[config.mk]
export PLATFORM = sky130hd
export DESIGN_NAME = fwd_hazard_unit
export DESIGN_NICKNAME = d
export VERILOG_FILES = /design/src/rtl/fwd_hazard_unit_pkg.sv /design/src/rtl/fwd_hazard_unit_fwd_select.sv /design/src/rtl/fwd_hazard_unit.sv
export SDC_FILE = /design/constraint.sdc
export NUM_CORES = 1
export LEC_CHECK = 0
export ABC_AREA = 1
export BUFFER_PORTS_ARGS = -buffer_cell sky130_fd_sc_hd__buf_2
export CAP_MARGIN = 30
export CORE_MARGIN = 5
export CORE_UTILIZATION = 47
export DETAILED_ROUTE_END_ITERATION = 12
export PLACE_DENSITY = 0.94
export SYNTH_ARGS = -nofsm -noshare
export SYNTH_HDL_FRONTEND = slang
export SYNTH_SLANG_ARGS = --single-unit
[constraint.sdc]
create_clock -name clk -period 3 [get_ports clk]
set_input_delay 0 -clock clk [delete_from_list [all_inputs] [get_ports clk]]
set_output_delay 0 -clock clk [all_outputs]
set_load 0.02 [all_outputs]
[src/rtl/fwd_hazard_unit_pkg.sv]
// -----------------------------------------------------------------------------
// fwd_hazard_unit_pkg
//   Shared definitions for the forwarding / hazard unit.
//   - fwd_sel_e : ALU operand source select. The EX-stage operand mux decodes
//                 the same encoding (00 regfile, 10 EX/MEM result, 01 MEM/WB data).
//   - Default widths for the register number and the statistics counters.
// -----------------------------------------------------------------------------
package fwd_hazard_unit_pkg;

  localparam int REG_AW_DEFAULT = 5;
  localparam int STAT_W_DEFAULT = 16;

  typedef enum logic [1:0] {
    FWD_REG = 2'b00,  // operand from the register file
    FWD_WB  = 2'b01,  // operand from MEM/WB (WB_WriteRegData)
    FWD_MEM = 2'b10   // operand from EX/MEM (MEM_ALUResult)
  } fwd_sel_e;

endpackage : fwd_hazard_unit_pkg

[src/rtl/fwd_hazard_unit_fwd_select.sv]
// -----------------------------------------------------------------------------
// fwd_select
//   Combinational forwarding-select for one source operand, evaluated while
//   the consumer is in ID.
//   Ports:
//     src     in  REG_AW  source register number read by the ID instruction
//     ex_dst  in  REG_AW  destination of the instruction currently in EX
//     ex_we   in  1       instruction in EX writes the register file
//     mem_dst in  REG_AW  destination held in the EX/MEM shadow slot
//     mem_we  in  1       EX/MEM shadow slot writes the register file
//     sel     out 2       FWD_MEM / FWD_WB / FWD_REG
//   The EX producer is checked first so the newest value wins when both
//   producers target the same register. Register 0 is never forwarded.
// -----------------------------------------------------------------------------
module fwd_select
  import fwd_hazard_unit_pkg::*;
#(
  parameter int REG_AW = REG_AW_DEFAULT
) (
  input  logic [REG_AW-1:0] src,
  input  logic [REG_AW-1:0] ex_dst,
  input  logic              ex_we,
  input  logic [REG_AW-1:0] mem_dst,
  input  logic              mem_we,
  output fwd_sel_e          sel
);

  logic src_live;

  assign src_live = (src != '0);

  always_comb begin
    // NOTE: default assigned first so every path drives sel; otherwise a latch is inferred.
    sel = FWD_REG;
    if (src_live && ex_we && (ex_dst == src)) begin
      sel = FWD_MEM;
    end else if (src_live && mem_we && (mem_dst == src)) begin
      sel = FWD_WB;
    end
  end

endmodule : fwd_select

[src/rtl/fwd_hazard_unit.sv]
// -----------------------------------------------------------------------------
// fwd_hazard_unit
//   Forwarding selects for the EX-stage ALU operand muxes plus load-use stall
//   and taken-branch flush controls.
//   A shadow pipeline of (dst, we) pairs mirrors the EX/MEM and MEM/WB slots.
//   Selects are computed in ID and registered, so they are valid at the start
//   of the cycle in which the consumer occupies EX.
//
//   Optional feature macro: FWD_HAZ_STATS_EN
//     defined   -> saturating stall / flush counters on HZ_StallCnt / HZ_FlushCnt
//     undefined -> counters not built, both ports tied to 0
//
//   Ports:
//     clk             in   1       pipeline clock, rising edge
//     rst_n           in   1       synchronous active-low reset
//     PL_Hold         in   1       global freeze, all state holds
//     ID_Rs / ID_Rt   in   REG_AW  source registers of the instruction in ID
//     EX_WriteReg     in   REG_AW  destination of the instruction in EX
//     EX_RegWrite     in   1       EX instruction writes the register file
//     EX_MemRead      in   1       EX instruction is a load
//     EX_BranchTaken  in   1       branch resolved taken in EX
//     EX_Forwarding1  out  2       operand A select (from ID_Rs)
//     EX_Forwarding2  out  2       operand B select (from ID_Rt)
//     HZ_Stall        out  1       hold PC and IF/ID, bubble into ID/EX
//     HZ_Flush        out  1       squash IF/ID and ID/EX
//     HZ_StallCnt     out  STAT_W  load-use stalls since reset
//     HZ_FlushCnt     out  STAT_W  flushes since reset
// -----------------------------------------------------------------------------
module fwd_hazard_unit
  import fwd_hazard_unit_pkg::*;
#(
  parameter int REG_AW = REG_AW_DEFAULT,
  parameter int STAT_W = STAT_W_DEFAULT
) (
  input  logic              clk,
  input  logic              rst_n,
  input  logic              PL_Hold,
  input  logic [REG_AW-1:0] ID_Rs,
  input  logic [REG_AW-1:0] ID_Rt,
  input  logic [REG_AW-1:0] EX_WriteReg,
  input  logic              EX_RegWrite,
  input  logic              EX_MemRead,
  input  logic              EX_BranchTaken,
  output logic [1:0]        EX_Forwarding1,
  output logic [1:0]        EX_Forwarding2,
  output logic              HZ_Stall,
  output logic              HZ_Flush,
  output logic [STAT_W-1:0] HZ_StallCnt,
  output logic [STAT_W-1:0] HZ_FlushCnt
);

  typedef struct packed {
    logic [REG_AW-1:0] dst;
    logic              we;
  } slot_t;

  localparam int SLOT_W = $bits(slot_t);

  // Two-deep shift register: low slot is EX/MEM, high slot is MEM/WB.
  // The MEM/WB slot is tracked but never forwarded from: the register file is
  // write-first, so a same-cycle WB write is already visible to the ID read.
  logic [2*SLOT_W-1:0] shadow_q;
  slot_t               ex_slot;
  slot_t               mem_slot;

  fwd_sel_e sel_rs;
  fwd_sel_e sel_rt;
  fwd_sel_e fwd1_q;
  fwd_sel_e fwd2_q;

  logic load_use;
  logic bubble;

  assign ex_slot  = '{dst: EX_WriteReg, we: EX_RegWrite};
  assign mem_slot = slot_t'(shadow_q[SLOT_W-1:0]);

  // ---------------------------------------------------------------------------
  // Select precompute for both operands
  // ---------------------------------------------------------------------------
  fwd_select #(.REG_AW(REG_AW)) u_sel_rs (
    .src     (ID_Rs),
    .ex_dst  (EX_WriteReg),
    .ex_we   (EX_RegWrite),
    .mem_dst (mem_slot.dst),
    .mem_we  (mem_slot.we),
    .sel     (sel_rs)
  );

  fwd_select #(.REG_AW(REG_AW)) u_sel_rt (
    .src     (ID_Rt),
    .ex_dst  (EX_WriteReg),
    .ex_we   (EX_RegWrite),
    .mem_dst (mem_slot.dst),
    .mem_we  (mem_slot.we),
    .sel     (sel_rt)
  );

  // ---------------------------------------------------------------------------
  // Hazard detection
  // ---------------------------------------------------------------------------
  // A load in EX whose result an ID operand needs: one bubble suffices, since
  // next cycle the load sits in MEM and the select resolves to FWD_WB.
  assign load_use = EX_MemRead && EX_RegWrite && (EX_WriteReg != '0) &&
                    ((EX_WriteReg == ID_Rs) || (EX_WriteReg == ID_Rt));

  // Flush wins over stall: the stalled instruction is squashed anyway.
  // Both are gated off while reset is asserted. They are not gated by hold;
  // consumers qualify them with PL_Hold themselves.
  assign HZ_Flush = rst_n && EX_BranchTaken;
  assign HZ_Stall = rst_n && load_use && !EX_BranchTaken;

  assign bubble = EX_BranchTaken || load_use;

  // ---------------------------------------------------------------------------
  // State: shadow slots and registered selects
  // ---------------------------------------------------------------------------
  always_ff @(posedge clk) begin
    if (!rst_n) begin
      // NOTE: shadow slots are reset explicitly; a stale we=1 left over from
      // before reset would forward a value that was never produced.
      shadow_q <= '0;
      fwd1_q   <= FWD_REG;
      fwd2_q   <= FWD_REG;
    end else if (!PL_Hold) begin
      // NOTE: non-blocking assignments so every register samples pre-edge values.
      // Shifting the whole vector moves EX -> EX/MEM and EX/MEM -> MEM/WB.
      shadow_q <= (shadow_q << SLOT_W) | {{SLOT_W{1'b0}}, ex_slot};
      if (bubble) begin
        // The bubble reads the register file and writes nothing.
        fwd1_q <= FWD_REG;
        fwd2_q <= FWD_REG;
      end else begin
        fwd1_q <= sel_rs;
        fwd2_q <= sel_rt;
      end
    end
  end

  assign EX_Forwarding1 = fwd1_q;
  assign EX_Forwarding2 = fwd2_q;

  // ---------------------------------------------------------------------------
  // Optional statistics
  // ---------------------------------------------------------------------------
`ifdef FWD_HAZ_STATS_EN
  logic [STAT_W-1:0] stall_cnt_q;
  logic [STAT_W-1:0] flush_cnt_q;

  always_ff @(posedge clk) begin
    if (!rst_n) begin
      stall_cnt_q <= '0;
      flush_cnt_q <= '0;
    end else if (!PL_Hold) begin
      // Saturate at all-ones rather than wrapping.
      if (HZ_Stall && (stall_cnt_q != '1)) begin
        stall_cnt_q <= stall_cnt_q + 1'b1;
      end
      if (HZ_Flush && (flush_cnt_q != '1)) begin
        flush_cnt_q <= flush_cnt_q + 1'b1;
      end
    end
  end

  assign HZ_StallCnt = stall_cnt_q;
  assign HZ_FlushCnt = flush_cnt_q;
`else
  assign HZ_StallCnt = '0;
  assign HZ_FlushCnt = '0;
`endif

endmodule : fwd_hazard_unit

==> impl_metrics.yaml, run 1 <==
layout:
  nNetsFinal: 226
  total_area_of_multi_input_combinational_cells_um2: 629
  number_of_fill_cells_in_the_layout: 237
  inserted_diodes: 0
  synthToLayoutAreaGrowth_pct: 5.76
  layout-drive-gt1-share: 0.187
  seqCellArea_um2: 200
synth:
  ys.flop_type: "sky130_fd_sc_hd__dfxtp_1"
  async_reset_ff_frac: 0
  yosysTopAreaCell: "sky130_fd_sc_hd__buf_4"
  syn_area_per_cell_um2: 5.93
  ys_types: 21
  ys_top_cells_by_area: "sky130_fd_sc_hd__buf_4 23%, sky130_fd_sc_hd__dfxtp_1 19%, sky130_fd_sc_hd__nand2_1 16%, sky130_fd_sc_hd__nor2_1 7.6%, sky130_fd_sc_hd__inv_1 7.2%"
  synth_top_area_frac: 0.230
  synth.top_cells.by_count: "44 x sky130_fd_sc_hd__nand2_1, 32 x sky130_fd_sc_hd__buf_4, 21 x sky130_fd_sc_hd__nor2_1"
  netlist_instances: 176
  synth_edf_count: 0
  seq_area_frac_synth: 0.192
  post-synth-top-count-cell: "sky130_fd_sc_hd__nand2_1"
  netlist_area_um2: 1040
  synth-seq-cells: 10
  yosys_warnings: 0
grt:
  initial_antenna_violation_count: 0
  grt.total_usage: 0.142
  first_global_vias: 893
  maximum_number_of_pins_on_one_net_before_global_route_repair: 15
  overflow: 0
  grt_first_pass_wirelength_um: 3750
setup_path:
  critical_path.top_delay_family: "simple AND/OR/NAND/NOR gates"
  r2r_start: "shadow_q[3]"
  timing.setup.critical_path_class: "register to register"
  path_depth: 10
  crit_path_start_kind: "register"
  end_kind: "register"
  cp.buffers_inverters: 2
  critical_path.slowest_cell: "sky130_fd_sc_hd__dfxtp_1"
  worstPathArrival_ps: 1340
  cp_max_fanout: 5
  path_cells: "inv_1 -> nand2_1 -> o21ai_0 -> inv_1 -> nand2_1 -> nor2_1 -> nand2_1 -> nor2_1 -> nand3_1 -> a21oi_2"
  regToRegSetupSlack_ps: 1860
  crit_path_max_incr_delay_ps: 300
  critical_path_required_ps: 3200
  worstSetupStartpoint: "shadow_q[3]"
  worst_path_most_repeated_cell: "sky130_fd_sc_hd__nand2_1"
  reg2regPathDepth: 10
  timing.critical_path.to: "EX_Forwarding2[0]"
  crit-reg2reg-capture: "EX_Forwarding2[0]"
route:
  drc_errors: 0
  drtIter0Drc: 45
  routed_len_inst_um: 10.2
  wl_um: 2360
  detailroute.via_count: 1065
  antenna_violating_nets_remaining: 0
  via_per_inst: 4.61
  firstDrtPassIters: 4
clock_network:
  max-clock-path-buffers: 2
  cts.repair_timing.setup_buffer_count: 0
  cts_inserted_buffers: 3
  clk_transition_reported_paths_ps: 60
  insertion_delay_ps: 260
  cts.sink_count: 10
  cts_tree: "built"
  postCtsResizedCells: 0
  cts_hold_buf: 0
  clock_tree.root_cell: "sky130_fd_sc_hd__clkbuf_4"
  htreeDepth: 1
placement:
  hpwl_um: 1910
  portBuffers: 26
  dp_worst_setup_slack_ps: 1890
  globalplace.congestion: 0.951
floorplanning:
  core_area_um2: 2170
  fp.dieH_um: 57.1
  chipWidth_um: 57.1
  placement_rows: 17
  floorplan.io_pins: 59
  start_util: 0.481
  die-area_um2: 3260
hold_path:
  hold_class: "primary input to register"
timing:
  setup_ws_ps: 1860
  setup_total_negative_slack_ps: 0
  report.final.hold_viol_count: 0
  post-route-period-util: 0.381
  max_freq_mhz: 875
  finalSetupViolations: 0
  rsz_0062_raised_after_global_routing: "no"
  final_period_minus_worst_setup_slack_ps: 1140
  timing.final.max_slew_violations: 0
  fin_clk_skew_ps: 0.154
pwr:
  ir_worst_vdd_mv: 0.226
  power.leakage_nw: 0.637
  power-per-cell-area_nw_per_um2: 325
outcome:
  outcome: "complete, no violations"
job:
  maxCapViolCount: 0
[layout by cell type, fill, tap and decap left out, drive strengths merged]
master	n
nand2	46
conb	32
buf	26
inv	23
nor2	21
dfxtp	10
nand3	10
o21ai	10
a21oi	10
xnor2	4
clkbuf	3
nor3	3
nand4	2
xor2	1
o211ai	1
or2	1
[worst min-delay path, cell delays in order]
cell	delay (ps)
sky130_fd_sc_hd__buf_2	120
sky130_fd_sc_hd__inv_1	70
sky130_fd_sc_hd__a21oi_1	60
[metrics by stage]
stage           util  hold WS (ps)  instances  area, um2  power (mW)
5_1_grt        0.509          61.8        231       1100       0.381
6_report       0.509          37.4        231       1100       0.359
3_3_place_gp   0.498           300        228       1080       0.265
3_5_place_dp   0.498           303        228       1080       0.267
2_1_floorplan      -          51.3        207       1160       0.265
4_1_cts        0.509          37.8        231       1100       0.358
[cell families after synthesis]
group | count (synthesis) | synth area share
buf+inv | 56 | 0.317
xor+xnor | 5 | 0.0420
simple gates | 83 | 0.336
flops | 10 | 0.192
other cells | 1 | 0.00359
compound gates | 21 | 0.110
[per-layer routing]
layer	wire length [um]	global-route usage
met5	0	0
met4	25	0.0464
met1	928	0.186
met2	1030	0.223
met3	378	0.0385
[registers in the layout, summed over array words and instances, names as in the netlist]
register / flops
EX_Forwarding1: 2
EX_Forwarding2: 2
shadow_q: 6
[worst min-delay path by stage]
stage / slack, ps / depth (start not counted) / startpoint / endpoint
finish: 40 / 3 / EX_RegWrite / shadow_q[0]
global route: 60 / 3 / EX_RegWrite / shadow_q[0]
CTS: 40 / 3 / EX_RegWrite / shadow_q[0]
detailed placement: 300 / 3 / EX_BranchTaken / HZ_Stall
global placement: 300 / 3 / EX_BranchTaken / HZ_Stall
floorplan: 50 / 1 / EX_BranchTaken / HZ_Stall
[layout make-up]
cell class | instances | area share
Sequential cell | 10 | 0.181
Timing Repair Buffer | 26 | 0.118
Inverter | 23 | 0.0782
Multi-Input combinational cell | 141 | 0.570
Clock buffer | 3 | 0.0204
Tap cell | 28 | 0.0317
[report_power, final]
part           internal (mW)  switching, mW  total [mW]
clock network         0.0463         0.0450      0.0914
logic                 0.0332         0.0912       0.124
registers              0.139        0.00463       0.143
total                  0.218          0.141       0.359
Note: power is estimated with default switching activity, not from simulation.
==> run 2, diff against run 1 <==
CORE_UTILIZATION = 44   (was 47)
PLACE_DENSITY = 0.89   (was 0.94)
clock period = 1.1 ns   (was 3 ns; I/O delays follow)
==> impl_metrics.yaml, run 2 (same netlist as run 1, synthesis figures left out) <==
hold_path:
  hold_class: "primary input to register"
  hold_path.startpoint: "EX_RegWrite"
  hold_end: "shadow_q[0]"
  timing.hold.worst_path_depth: 3
floorplanning:
  die-area_um2: 3450
  chipWidth_um: 58.7
  floorplan.io_pins: 59
  core_area_um2: 2230
  fp.dieH_um: 58.7
  placement_rows: 17
  start_util: 0.467
setup_path:
  crit-reg2reg-capture: "EX_Forwarding1[0]"
  worstPathArrival_ps: 1270
  crit_path_start_kind: "register"
  r2r_start: "shadow_q[5]"
  cp_max_fanout: 3
  regToRegSetupSlack_ps: 30
  critical_path_required_ps: 1300
  reg2regPathDepth: 6
  crit_path_max_incr_delay_ps: 340
  critical_path.slowest_cell: "sky130_fd_sc_hd__dfxtp_1"
  timing.setup.critical_path_class: "register to register"
  path_cells: "xor2_1 -> nor2_1 -> nand3_1 -> nor2_1 -> nand3_1 -> a21oi_1"
  end_kind: "register"
clock_network:
  insertion_delay_ps: 270
  cts.sink_count: 10
  clock_tree.root_cell: "sky130_fd_sc_hd__clkbuf_4"
  max-clock-path-buffers: 2
  clk_transition_reported_paths_ps: 70
  cts_inserted_buffers: 3
  cts.repair_timing.setup_buffer_count: 0
  htreeDepth: 1
  cts_tree: "built"
  cts_hold_buf: 0
route:
  drtIter0Drc: 35
  detailroute.via_count: 1041
  antenna_violating_nets_remaining: 0
  routed_len_inst_um: 10.5
  wl_um: 2440
  drc_errors: 0
  firstDrtPassIters: 4
  via_per_inst: 4.49
grt:
  initial_antenna_violation_count: 0
  grt_first_pass_wirelength_um: 3750
  overflow: 0
  maximum_number_of_pins_on_one_net_before_global_route_repair: 14
  grt.total_usage: 0.138
  first_global_vias: 898
placement:
  portBuffers: 26
  placedInstanceArea_um2: 1090
  hpwl_um: 2010
  globalplace.congestion: 0.921
pwr:
  power.leakage_nw: 0.647
  overall_power_mw: 1.00
  power-per-cell-area_nw_per_um2: 883
  ir_worst_vdd_mv: 0.724
timing:
  finalSetupViolations: 0
  hold_ws_ps: 29.4
  final_period_minus_worst_setup_slack_ps: 1070
  post-route-period-util: 0.977
  max_freq_mhz: 930
  timing.final.max_slew_violations: 0
  setup_total_negative_slack_ps: 0
  report.final.hold_viol_count: 0
  fin_clk_skew_ps: 7.64
  rsz_0062_raised_after_global_routing: "yes"
layout:
  layout-drive-gt1-share: 0.250
  utilization: 0.508
  largest_reg_flops: 6
  final_common_cell: "sky130_fd_sc_hd__nand2_1"
  leading_cell_types_in_the_layout_fill_and_taps_excluded: "44 x sky130_fd_sc_hd__nand2_1, 32 x sky130_fd_sc_hd__conb_1, 25 x sky130_fd_sc_hd__buf_2"
  total_area_of_multi_input_combinational_cells_um2: 644
  nNetsFinal: 227
  inserted_diodes: 0
  number_of_fill_cells_in_the_layout: 245
  seqCellArea_um2: 206
  synthToLayoutAreaGrowth_pct: 8.75
  register_with_the_most_flip_flops: "shadow_q"
  design_area_um2: 1130
outcome:
  outcome: "complete, no violations"
job:
  maxCapViolCount: 0
==> run 2: cell types whose count changed in the layout (fill, tap and decap cells not counted), sizes merged <==
cell | previous run | this run
buf | 26 | 27
==> run 2: timing repair <==
item	in CTS	in global routing
resized for setup	5	10
gates cloned	0	0
pin swaps	1	10
setup endpoints to repair	2	3
==> run 2: worst max-delay path by stage <==
stage	end	cells past startpoint	slack, ps	start
6_report	EX_Forwarding1[0]	6	30	shadow_q[5]
2_1_floorplan	EX_Forwarding2[0]	10	110	shadow_q[3]
4_1_cts	EX_Forwarding1[0]	8	6	shadow_q[4]
3_5_place_dp	EX_Forwarding1[0]	8	0.8	shadow_q[2]
5_1_grt	EX_Forwarding1[0]	8	-120	shadow_q[2]
3_3_place_gp	EX_Forwarding2[0]	10	30	shadow_q[3]
==> run 2: metrics by stage <==
stage	instances	setup WS, ps
floorplan	207	107
global placement	229	27.5
detailed placement	229	0.770
CTS	232	6.49
global route	232	-121
finish	232	25.1
==> run 2: area by class of cell <==
cell class,count,area share
multi-input combinational,141,0.568
sequential,10,0.182
timing repair buffer,27,0.123
inverter,23,0.0761
tap,28,0.0309
clock buffer,3,0.0198
==> run 2: layer usage <==
layer	global-route usage	vias up	part of all wire	wire length [um]
met1	0.184	444	0.41	997
met2	0.219	59	0.44	1080
met5	0	-	0	0
met3	0.0373	2	0.14	351
li1	-	536	-	-
met4	0.0388	0	0.0057	14
==> run 2: critical path, delay by kind of cell (launching register included) <==
kind / cells / cell delay (ps)
and+or+nand+nor: 4 / 370
xor gates and xnor gates: 1 / 170
DFF: 1 / 340
AOI/OAI and AO/OA: 1 / 130
==> run 2: power breakdown <==
group	internal, mW	switching, mW	leakage [nW]
clock	0.127	0.131	0.0138
combinational	0.0961	0.254	0.550
sequential	0.381	0.0137	0.0835
